File: src/rtl/de_ex_stage.sv
`timescale 1ns/1ps
// -----------------------------------------------------------------------------
// de_ex_stage
//
// Decode-to-execute pipeline register with operand resolution. Muxes the
// register-file, EX and MEM forwarded data into the final operands and
// registers them for execute. While execute back-pressures, the resolved
// operands are captured into per-source hold registers. A forwarded value
// therefore survives its producer leaving the forwarding window.
//
// Handshake: decode presents an instruction with de_valid. It is accepted
// (adv) only in a cycle where the dx slot is free, there is no load-use stall
// and no flush. Decode must keep the instruction stable while de_ready is 0.
// Execute consumes the dx contents in any cycle with dx_valid & ex_ready.
//
// Configuration macro: DE_STALL_COUNT_EN
//   defined   -> stall_count counts decode stall cycles, saturating.
//   undefined -> stall_count is tied to zero.
//
// Ports
//   clk, reset                 clock, synchronous active-high reset
//   de_valid, de_rs1/2, de_rd  decode instruction and register numbers
//   de_pc, de_imm, de_ctrl     decode PC, immediate, opaque control bundle
//   rf_rdata1/2                register-file read data
//   forward_rs1/2              forward selects (NOT / EX / MEM)
//   load_stall                 load-use hazard, hold decode
//   ex_fwd_data, mem_fwd_data  EX / MEM forwarded results
//   ex_ready                   execute accepts dx contents this cycle
//   flush                      kill decode instruction and dx register
//   de_ready                   decode may present a new instruction next cycle
//   dx_valid, dx_*             registered instruction for execute
//   stall_count                decode stall cycle counter
//   o_dbg_hold                 {source2, source1} hold FSM state (1 = HELD)
// -----------------------------------------------------------------------------
module de_ex_stage #(
  parameter int CTRL_W = 16
) (
  input  logic              clk,
  input  logic              reset,
  input  logic              de_valid,
  input  logic [4:0]        de_rs1,
  input  logic [4:0]        de_rs2,
  input  logic [4:0]        de_rd,
  input  logic [31:0]       de_pc,
  input  logic [31:0]       de_imm,
  input  logic [CTRL_W-1:0] de_ctrl,
  input  logic [31:0]       rf_rdata1,
  input  logic [31:0]       rf_rdata2,
  input  logic [1:0]        forward_rs1,
  input  logic [1:0]        forward_rs2,
  input  logic              load_stall,
  input  logic [31:0]       ex_fwd_data,
  input  logic [31:0]       mem_fwd_data,
  input  logic              ex_ready,
  input  logic              flush,
  output logic              de_ready,
  output logic              dx_valid,
  output logic [31:0]       dx_pc,
  output logic [31:0]       dx_imm,
  output logic [31:0]       dx_op1,
  output logic [31:0]       dx_op2,
  output logic [4:0]        dx_rd,
  output logic [CTRL_W-1:0] dx_ctrl,
  output logic [31:0]       stall_count,
  output logic [1:0]        o_dbg_hold
);

  localparam logic [1:0] NOT_FORWARDING = 2'b00;
  localparam logic [1:0] FORWARDING_EX  = 2'b01;
  localparam logic [1:0] FORWARDING_MEM = 2'b10;

  typedef enum logic {
    LIVE = 1'b0,
    HELD = 1'b1
  } hold_state_e;

  // Source register numbers are consumed by the forwarding unit upstream.
  logic w_unused_rs;
  assign w_unused_rs = ^{de_rs1, de_rs2};

  function automatic logic [31:0] fwd_mux(input logic [1:0]  sel,
                                          input logic [31:0] rf,
                                          input logic [31:0] ex,
                                          input logic [31:0] mem);
    logic [31:0] r;
    case (sel)
      NOT_FORWARDING: r = rf;
      FORWARDING_EX:  r = ex;
      FORWARDING_MEM: r = mem;
      default:        r = rf;  // unused encoding falls back to the RF
    endcase
    return r;
  endfunction

  function automatic hold_state_e hold_next(input hold_state_e cur,
                                            input logic        capture,
                                            input logic        release_h);
    hold_state_e n;
    n = cur;
    case (cur)
      LIVE:    if (capture)   n = HELD;
      HELD:    if (release_h) n = LIVE;
      default: n = LIVE;
    endcase
    return n;
  endfunction

  // ---------------------------------------------------------------------------
  // Registers
  // ---------------------------------------------------------------------------
  hold_state_e       r_hold1_state;
  hold_state_e       r_hold2_state;
  logic [31:0]       r_held1;
  logic [31:0]       r_held2;
  logic              r_dx_valid;
  logic [31:0]       r_dx_pc;
  logic [31:0]       r_dx_imm;
  logic [31:0]       r_dx_op1;
  logic [31:0]       r_dx_op2;
  logic [4:0]        r_dx_rd;
  logic [CTRL_W-1:0] r_dx_ctrl;

  // ---------------------------------------------------------------------------
  // Combinational control and operand resolution
  // ---------------------------------------------------------------------------
  logic        w_slot_free;
  logic        w_adv;
  logic        w_capture;
  logic        w_release;
  logic [31:0] w_fwd1;
  logic [31:0] w_fwd2;
  logic [31:0] w_op1;
  logic [31:0] w_op2;
  hold_state_e w_hold1_next;
  hold_state_e w_hold2_next;

  assign w_slot_free = ~r_dx_valid | ex_ready;
  assign w_adv       = de_valid & ~load_stall & w_slot_free & ~flush;
  assign de_ready    = ~de_valid | w_adv | flush;

  // Capture only on a pure back-pressure block: during load_stall the
  // forwarded load data is not valid yet, so it must not be latched.
  assign w_capture = de_valid & ~w_adv & ~flush & ~load_stall;
  assign w_release = w_adv | flush;

  assign w_fwd1 = fwd_mux(forward_rs1, rf_rdata1, ex_fwd_data, mem_fwd_data);
  assign w_fwd2 = fwd_mux(forward_rs2, rf_rdata2, ex_fwd_data, mem_fwd_data);
  assign w_op1  = (r_hold1_state == HELD) ? r_held1 : w_fwd1;
  assign w_op2  = (r_hold2_state == HELD) ? r_held2 : w_fwd2;

  always_comb begin
    w_hold1_next = r_hold1_state;
    w_hold2_next = r_hold2_state;
    w_hold1_next = hold_next(r_hold1_state, w_capture, w_release);
    w_hold2_next = hold_next(r_hold2_state, w_capture, w_release);
  end

  // ---------------------------------------------------------------------------
  // Hold FSM state and held values
  // ---------------------------------------------------------------------------
  always_ff @(posedge clk) begin
    if (reset) begin
      r_hold1_state <= LIVE;
      r_hold2_state <= LIVE;
    end else begin
      r_hold1_state <= w_hold1_next;
      r_hold2_state <= w_hold2_next;
    end
  end

  always_ff @(posedge clk) begin
    if (reset) begin
      r_held1 <= 32'd0;
      r_held2 <= 32'd0;
    end else begin
      if (r_hold1_state == LIVE && w_capture) r_held1 <= w_fwd1;
      if (r_hold2_state == LIVE && w_capture) r_held2 <= w_fwd2;
    end
  end

  // ---------------------------------------------------------------------------
  // dx register: flush > adv > ex_ready (consume or bubble) > hold
  // ---------------------------------------------------------------------------
  always_ff @(posedge clk) begin
    if (reset) begin
      r_dx_valid <= 1'b0;
      r_dx_pc    <= 32'd0;
      r_dx_imm   <= 32'd0;
      r_dx_op1   <= 32'd0;
      r_dx_op2   <= 32'd0;
      r_dx_rd    <= 5'd0;
      r_dx_ctrl  <= '0;
    end else if (flush) begin
      r_dx_valid <= 1'b0;
    end else if (w_adv) begin
      r_dx_valid <= 1'b1;
      r_dx_pc    <= de_pc;
      r_dx_imm   <= de_imm;
      r_dx_op1   <= w_op1;
      r_dx_op2   <= w_op2;
      r_dx_rd    <= de_rd;
      r_dx_ctrl  <= de_ctrl;
    end else if (ex_ready) begin
      r_dx_valid <= 1'b0;
    end
  end

  assign dx_valid = r_dx_valid;
  assign dx_pc    = r_dx_pc;
  assign dx_imm   = r_dx_imm;
  assign dx_op1   = r_dx_op1;
  assign dx_op2   = r_dx_op2;
  assign dx_rd    = r_dx_rd;
  assign dx_ctrl  = r_dx_ctrl;

  assign o_dbg_hold = {r_hold2_state == HELD, r_hold1_state == HELD};

  // ---------------------------------------------------------------------------
  // Decode stall counter
  // ---------------------------------------------------------------------------
`ifdef DE_STALL_COUNT_EN
  logic [31:0] r_stall_count;

  always_ff @(posedge clk) begin
    if (reset) begin
      r_stall_count <= 32'd0;
    end else if (de_valid & ~w_adv & ~flush && r_stall_count != 32'hFFFF_FFFF) begin
      r_stall_count <= r_stall_count + 32'd1;
    end
  end

  assign stall_count = r_stall_count;
`else
  assign stall_count = 32'd0;
`endif

endmodule

File: config.mk
export PLATFORM = sky130hd
export DESIGN_NAME = de_ex_stage
export DESIGN_NICKNAME = d
export VERILOG_FILES = /design/src/rtl/de_ex_stage.sv
export SDC_FILE = /design/constraint.sdc
export NUM_CORES = 1
export LEC_CHECK = 0
export ABC_AREA = 1
export BUFFER_PORTS_ARGS = -buffer_cell sky130_fd_sc_hd__buf_2
export CAP_MARGIN = 20
export CORE_AREA = 2 2 165 167
export CTS_CLUSTER_SIZE = 20
export DETAILED_ROUTE_END_ITERATION = 10
export DIE_AREA = 0 0 167 169
export GPL_TIMING_DRIVEN = 1
export PLACE_DENSITY = 0.65
export SYNTH_ARGS = -nofsm -noshare
export SYNTH_HDL_FRONTEND = slang
export SYNTH_SLANG_ARGS = --single-unit
File: constraint.sdc
create_clock -name clk -period 1.5 [get_ports clk]
set_input_delay 0.15 -clock clk [delete_from_list [all_inputs] [get_ports clk]]
set_output_delay 0.15 -clock clk [all_outputs]
set_load 0.01 [all_outputs]
==> results.yml, run 1 <==
die:
  die_w_um: 167
  ioPinCount: 418
  core_area_sq_um: 26500
  floorplan.die_area_sq_um: 28200
  row_count: 60
  die_h_um: 169
  start_util: 0.410
yosys:
  yosys_warnings: 0
  ys_dominant_reg_cell: "dfxtp_1"
  synth_area_sq_um: 10900
  ys_ff_latch: 216
  yosys-top-cells-count: "654 x nand2_1, 216 x dfxtp_1, 182 x a21oi_1, 166 x inv_1, 163 x nor2_1"
  yosysTopAreaCellShare: 0.398
  ys_seq_area_frac: 0.398
  yosysMostFrequentCell: "nand2_1"
  synth.largest_area_cell: "dfxtp_1"
  yosys-top-cells-area: "dfxtp_1 40%, nand2_1 23%, a21oi_1 8.4%"
  synthCells: 1729
  synth_area_per_cell_sq_um: 6.28
  ys_types: 23
  synthArstFlopShare: 0
  synth_edf_count: 0
power_and_ir_drop:
  vdd_drop_max_uv: 1100
  p_switching_w: 0.00388
  p_int_w: 0.0111
  powerDensity_nw_per_um2: 998
  power_w: 0.0150
  p_seq_frac: 0.400
  leakage_nw: 7.92
  p_clk_frac: 0.438
  switching_share: 0.259
  combPwrFrac: 0.162
hold_path:
  hold_path.class: "input pin to flop"
  hold_depth: 5
  worst_hold_startpoint: "rf_rdata1[29]"
  hold_end: "r_held1[29]$_SDFFE_PP0P_"
worst_setup_path:
  end_kind: "output pin"
  required_ns: 1.35
  r2r-start: "dx_valid$_SDFFE_PP0P_"
  crit_fanout: 4
  regToRegSetupSlack_ns: 0.06
  worstPathArrival_ns: 1.30
  reg2regPathDepth: 6
  cp-start-kind: "flop"
  worstSetupPathType: "flop to output pin"
  worstReg2RegEnd: "dx_rd[0]$_SDFFE_PP0P_"
timing:
  worst_clock_skew_ns: 0.0183
  rsz0062_at_grt: "true"
  min_period_over_period: 0.964
  fmax_mhz: 691
  fin_setup_tns_ns: 0
  finalHoldViolations: 0
  setup_viol: 0
  whs_ns: 0.0300
  relSlewSlack: 0.642
  max_slew.worst_pin.slew_ns: 0.537
  setup_ws_ns: 0.0537
  finalMaxSlewViolations: 0
  finalCriticalPeriod_ns: 1.45
finish:
  drive_gt1_frac: 0.247
  area_growth_pct: 38.6
  final_core_util: 0.568
  nNetsFinal: 2393
route:
  wl_um: 37600
  drtPass1Iterations: 5
  route.detailed.drc: 0
  routed-wl-met2_um: 17600
  wl_met1_um: 16100
  drtIter0Drc: 801
  vias: 11917
  top_layer_used: "met4"
  routedWlPerCell_um: 14.9
  wl_met3_um: 2770
  via_per_inst: 4.72
  antenna_left: 0
global_routing:
  gr-usage-all-layers: 0.246
  grt_overflow: 0
  grt_max_degree: 118
  grt_pass1_vias: 10860
  grt_pass1_wl_um: 56700
  grt_antenna_before_repair: 8
place:
  dp_hpwl_um: 24700
  place_ws_ns: -0.0252
  io_buffers: 375
  gp_congestion: 0.874
clocking:
  max-clock-path-buffers: 3
  tritoncts.num_buffers: 25
  htreeDepth: 1
  insertion_delay_ns: 0.52
  cts_tree: "yes"
  root_buffer: "clkbuf_16"
  clk_pin_slew_worst_paths_ns: 0.06
  cts.sinks: 216
flow_run:
  drv_cap: 0
status:
  status: "finished clean"
## cell families (layout without fill, tap and decap cells)
kind of cell             count (synthesis)  in the layout  synth area share
AO/OA/AOI/OAI                          218            218             0.101
other                                    1             41          0.000345
buffers and inverters                  310            724             0.126
flip-flops                             216            216             0.398
adder cells (fa/ha/maj)                  4              4           0.00461
AND/OR/NAND/NOR                        980            980             0.370
## layer usage
layer | up-vias | track usage
met1 | 5316 | 0.314
li1 | 6056 | -
met3 | 67 | 0.0386
met4 | 0 | 0.0967
met2 | 478 | 0.417
met5 | - | 0
## sequential cells by signal (all words and copies together) (netlist names)
register / flops
dx_pc: 32
dx_valid: 1
r_held1: 32
dx_ctrl: 16
dx_op1: 32
dx_imm: 32
dx_rd: 5
r_hold1_state: 1
r_hold2_state: 1
r_held2: 32
dx_op2: 32
## area by class of cell
type,instances,area (sq um)
antenna,9,22.5
clock buffer,33,706
clock inverter,12,191
fill,2523,11400
inverter,171,647
multi-input combinational,1234,5310
sequential,216,4330
tap,341,427
timing repair buffer,508,3420
## power by group through the flow
stage               Sequential [W]  Combinational, W  Clock [W]
finish                     0.00600           0.00244    0.00657
global route               0.00602           0.00269    0.00696
CTS                        0.00600           0.00239    0.00675
detailed placement         0.00612           0.00218          0
global placement           0.00612           0.00217          0
floorplan                  0.00621           0.00121          0
## worst max-delay path: stages, from the launching register on
cell and delay, ns:
dfxtp_2 0.35, nand2_4 0.09, nand2_4 0.10, nand3_2 0.09, buf_2 0.15
## worst max-delay path by stage
| stage | slack [ns] | cells after the start | from | endpoint |
|---|---|---|---|---|
| 3_3_place_gp | -0.03 | 9 | forward_rs2[0] | r_held2[20]$_SDFFE_PP0P_ |
| 6_report | 0.05 | 4 | dx_valid$_SDFFE_PP0P_ | de_ready |
| 3_5_place_dp | -0.03 | 9 | forward_rs2[0] | r_held2[11]$_SDFFE_PP0P_ |
| 4_1_cts | 0.007 | 4 | dx_valid$_SDFFE_PP0P_ | de_ready |
| 5_1_grt | -0.02 | 6 | dx_valid$_SDFFE_PP0P_ | dx_imm[30]$_SDFFE_PP0P_ |
| 2_1_floorplan | 0.15 | 8 | forward_rs2[0] | r_held2[21]$_SDFFE_PP0P_ |
## layout by cell type (no fill, tap or decap), types with 7 or more instances in the layout
master,n
nand2_1,652
buf_2,374
dfxtp_1,214
a21oi_1,182
inv_1,166
nor2_1,162
dlygate4sd3_1,92
or2_2,64
nand3_1,62
o21ai_0,35
conb_1,32
clkbuf_16,28
and2_1,24
buf_4,20
buf_12,16
diode_2,9
and2_0,7
## through the flow
stage                     instances  area (sq um)
after floorplan                1760         11000
after global placement         2374         13100
after detailed placement       2374         13100
after CTS                      2511         14900
after global routing           2523         15100
final                          2524         15100
## repair_timing
| item | CTS | global route |
|---|---|---|
| hold buffers | 92 | 0 |
| pin swaps | 1 | 1 |
| gates cloned | 0 | 3 |
| gates resized for setup | 5 | 6 |
| setup buffers | 0 | 1 |
| endpoints found under the setup margin | 4 | 13 |
| hold endpoints to repair | 91 | 0 |
Note: power is estimated with default switching activity, not from simulation.
==> run 2: changes to the inputs <==
--- a/config.mk
+++ b/config.mk
@@ -8,12 +8,13 @@
 export ABC_AREA = 1
 export BUFFER_PORTS_ARGS = -buffer_cell sky130_fd_sc_hd__buf_2
 export CAP_MARGIN = 20
-export CORE_AREA = 2 2 165 167
+export CORE_AREA = 2 2 176 247
 export CTS_CLUSTER_SIZE = 20
 export DETAILED_ROUTE_END_ITERATION = 10
-export DIE_AREA = 0 0 167 169
+export DIE_AREA = 0 0 178 249
 export GPL_TIMING_DRIVEN = 1
-export PLACE_DENSITY = 0.65
+export PLACE_DENSITY = 0.44
+export REMOVE_ABC_BUFFERS = 1
 export SYNTH_ARGS = -nofsm -noshare
 export SYNTH_HDL_FRONTEND = slang
 export SYNTH_SLANG_ARGS = --single-unit
==> run 2 against run 1 <==
Net effect: via count fell by 1.6%; cell area rose by 3.2%; register-to-register slack better by 0.08 ns; critical endpoint is now o_dbg_hold[0]; largest cell class unchanged; combinational power grew 2%; worst hold slack worse by 0.0072 ns; highest routed layer unchanged.
==> results.yml, run 2 (synthesis results as in run 1) <==
status:
  status: "finished clean"
route:
  drtPass1Iterations: 6
  wl_um: 40100
  vias: 11727
  drtIter0Drc: 587
  routedWlPerCell_um: 14.6
  antenna_left: 0
  route.detailed.drc: 0
  via_per_inst: 4.25
die:
  ioPinCount: 418
  row_count: 89
  start_util: 0.259
  floorplan.die_area_sq_um: 44300
  core_area_sq_um: 42000
  die_w_um: 178
  die_h_um: 249
worst_setup_path:
  cp-start-kind: "flop"
  r2r-start: "dx_valid$_SDFFE_PP0P_"
  regToRegSetupSlack_ns: 0.14
  end_kind: "output pin"
  crit_fanout: 22
  worstSetupPathType: "flop to output pin"
  worstPathArrival_ns: 1.27
  worstReg2RegEnd: "dx_imm[22]$_SDFFE_PP0P_"
  reg2regPathDepth: 6
  required_ns: 1.35
power_and_ir_drop:
  vdd_drop_max_uv: 716
  powerDensity_nw_per_um2: 983
  power_w: 0.0153
  leakage_nw: 8.08
finish:
  multi_input_area_sq_um: 5310
  final_cell_area_sq_um: 15500
  area_growth_pct: 43.1
  fillers: 4584
  final_common_cell: "nand2_1"
  nNetsFinal: 2428
  area.sequential_sq_um: 4330
  drive_gt1_frac: 0.256
  final_cell_mix: "652 x nand2_1, 374 x buf_2, 213 x dfxtp_1"
global_routing:
  grt_antenna_before_repair: 3
  grt_max_degree: 118
  grt_pass1_wl_um: 60800
  gr-usage-all-layers: 0.173
  grt_pass1_vias: 11171
  grt_overflow: 0
hold_path:
  hold_path.class: "input pin to flop"
  hold_end: "r_held1[18]$_SDFFE_PP0P_"
  worst_hold_startpoint: "rf_rdata1[18]"
  hold_depth: 5
timing:
  fin_setup_tns_ns: 0
  relSlewSlack: 0.583
  fmax_mhz: 702
  max_slew.worst_pin.slew_ns: 0.625
  finalCriticalPeriod_ns: 1.42
  setup_ws_ns: 0.0764
  setup_viol: 0
  min_period_over_period: 0.949
  rsz0062_at_grt: "false"
  finalMaxSlewViolations: 0
  finalHoldViolations: 0
  worst_clock_skew_ns: 0.00882
  whs_ns: 0.0227
place:
  place_ws_ns: -0.0780
  post_dp_cell_area_sq_um: 13600
  io_buffers: 375
  dp_hpwl_um: 28900
  gp_congestion: 0.843
clocking:
  cts_tree: "yes"
  root_buffer: "clkbuf_16"
  cts.sinks: 216
  tritoncts.num_buffers: 25
  insertion_delay_ns: 0.53
  clk_pin_slew_worst_paths_ns: 0.06
  max-clock-path-buffers: 3
  htreeDepth: 1
flow_run:
  drv_cap: 0
## run 2: critical path, cell delays in order, from the launching register on
cell,delay [ns]
dfxtp_4,0.40
buf_12,0.17
buf_2,0.15
## run 2: through the flow
stage / util / instances
floorplan: - / 1621
global placement: 0.324 / 2612
detailed placement: 0.324 / 2612
CTS: 0.370 / 2755
global route: 0.370 / 2758
finish: 0.370 / 2758
## run 2: power breakdown
part,total (W),switching [W],leakage [nW],internal [W]
clock network,0.00678,0.00259,0.450,0.00420
logic,0.00248,0.00137,5.88,0.00111
registers,0.00601,0.0000945,1.76,0.00591
total,0.0153,0.00405,8.08,0.0112
## run 2: layer usage
metal	vias to the layer above	wire length, um	track usage
li1	6127	-	-
met1	5213	16800	0.203
met2	344	19900	0.318
met3	43	2410	0.0237
met4	0	1010	0.0569
met5	-	0	0
## run 2: cell type report
| class | count | share of cell area |
|---|---|---|
| sequential | 216 | 0.279 |
| multi-input combinational | 1234 | 0.342 |
| tap | 546 | 0.0440 |
| clock inverter | 5 | 0.00660 |
| timing repair buffer | 543 | 0.235 |
| inverter | 171 | 0.0415 |
| clock buffer | 40 | 0.0523 |
| antenna | 3 | 0.000483 |
## run 2: repair_timing
action | in CTS | in global routing
endpoints found under the setup margin | 2 | 1
endpoints found under the hold margin | 101 | 0
gates cloned | 0 | 0
hold buffers | 98 | 0
resized for setup | 6 | 1
pin swaps | 0 | 0
setup buffers | 0 | 0
## run 2: worst max-delay path by stage
stage                        startpoint                      end  slack [ns]
2_1_floorplan     dx_valid$_SDFFE_PP0P_  dx_ctrl[0]$_SDFFE_PP0P_       -4.42
3_3_place_gp             forward_rs2[0]  r_held2[2]$_SDFFE_PP0P_       -0.08
3_5_place_dp             forward_rs2[0]  r_held2[2]$_SDFFE_PP0P_       -0.08
4_1_cts        r_hold1_state$_SDFF_PP0_            o_dbg_hold[0]       0.003
5_1_grt           dx_valid$_SDFFE_PP0P_  dx_op2[11]$_SDFFE_PP0P_        0.01
6_report       r_hold1_state$_SDFF_PP0_            o_dbg_hold[0]        0.08
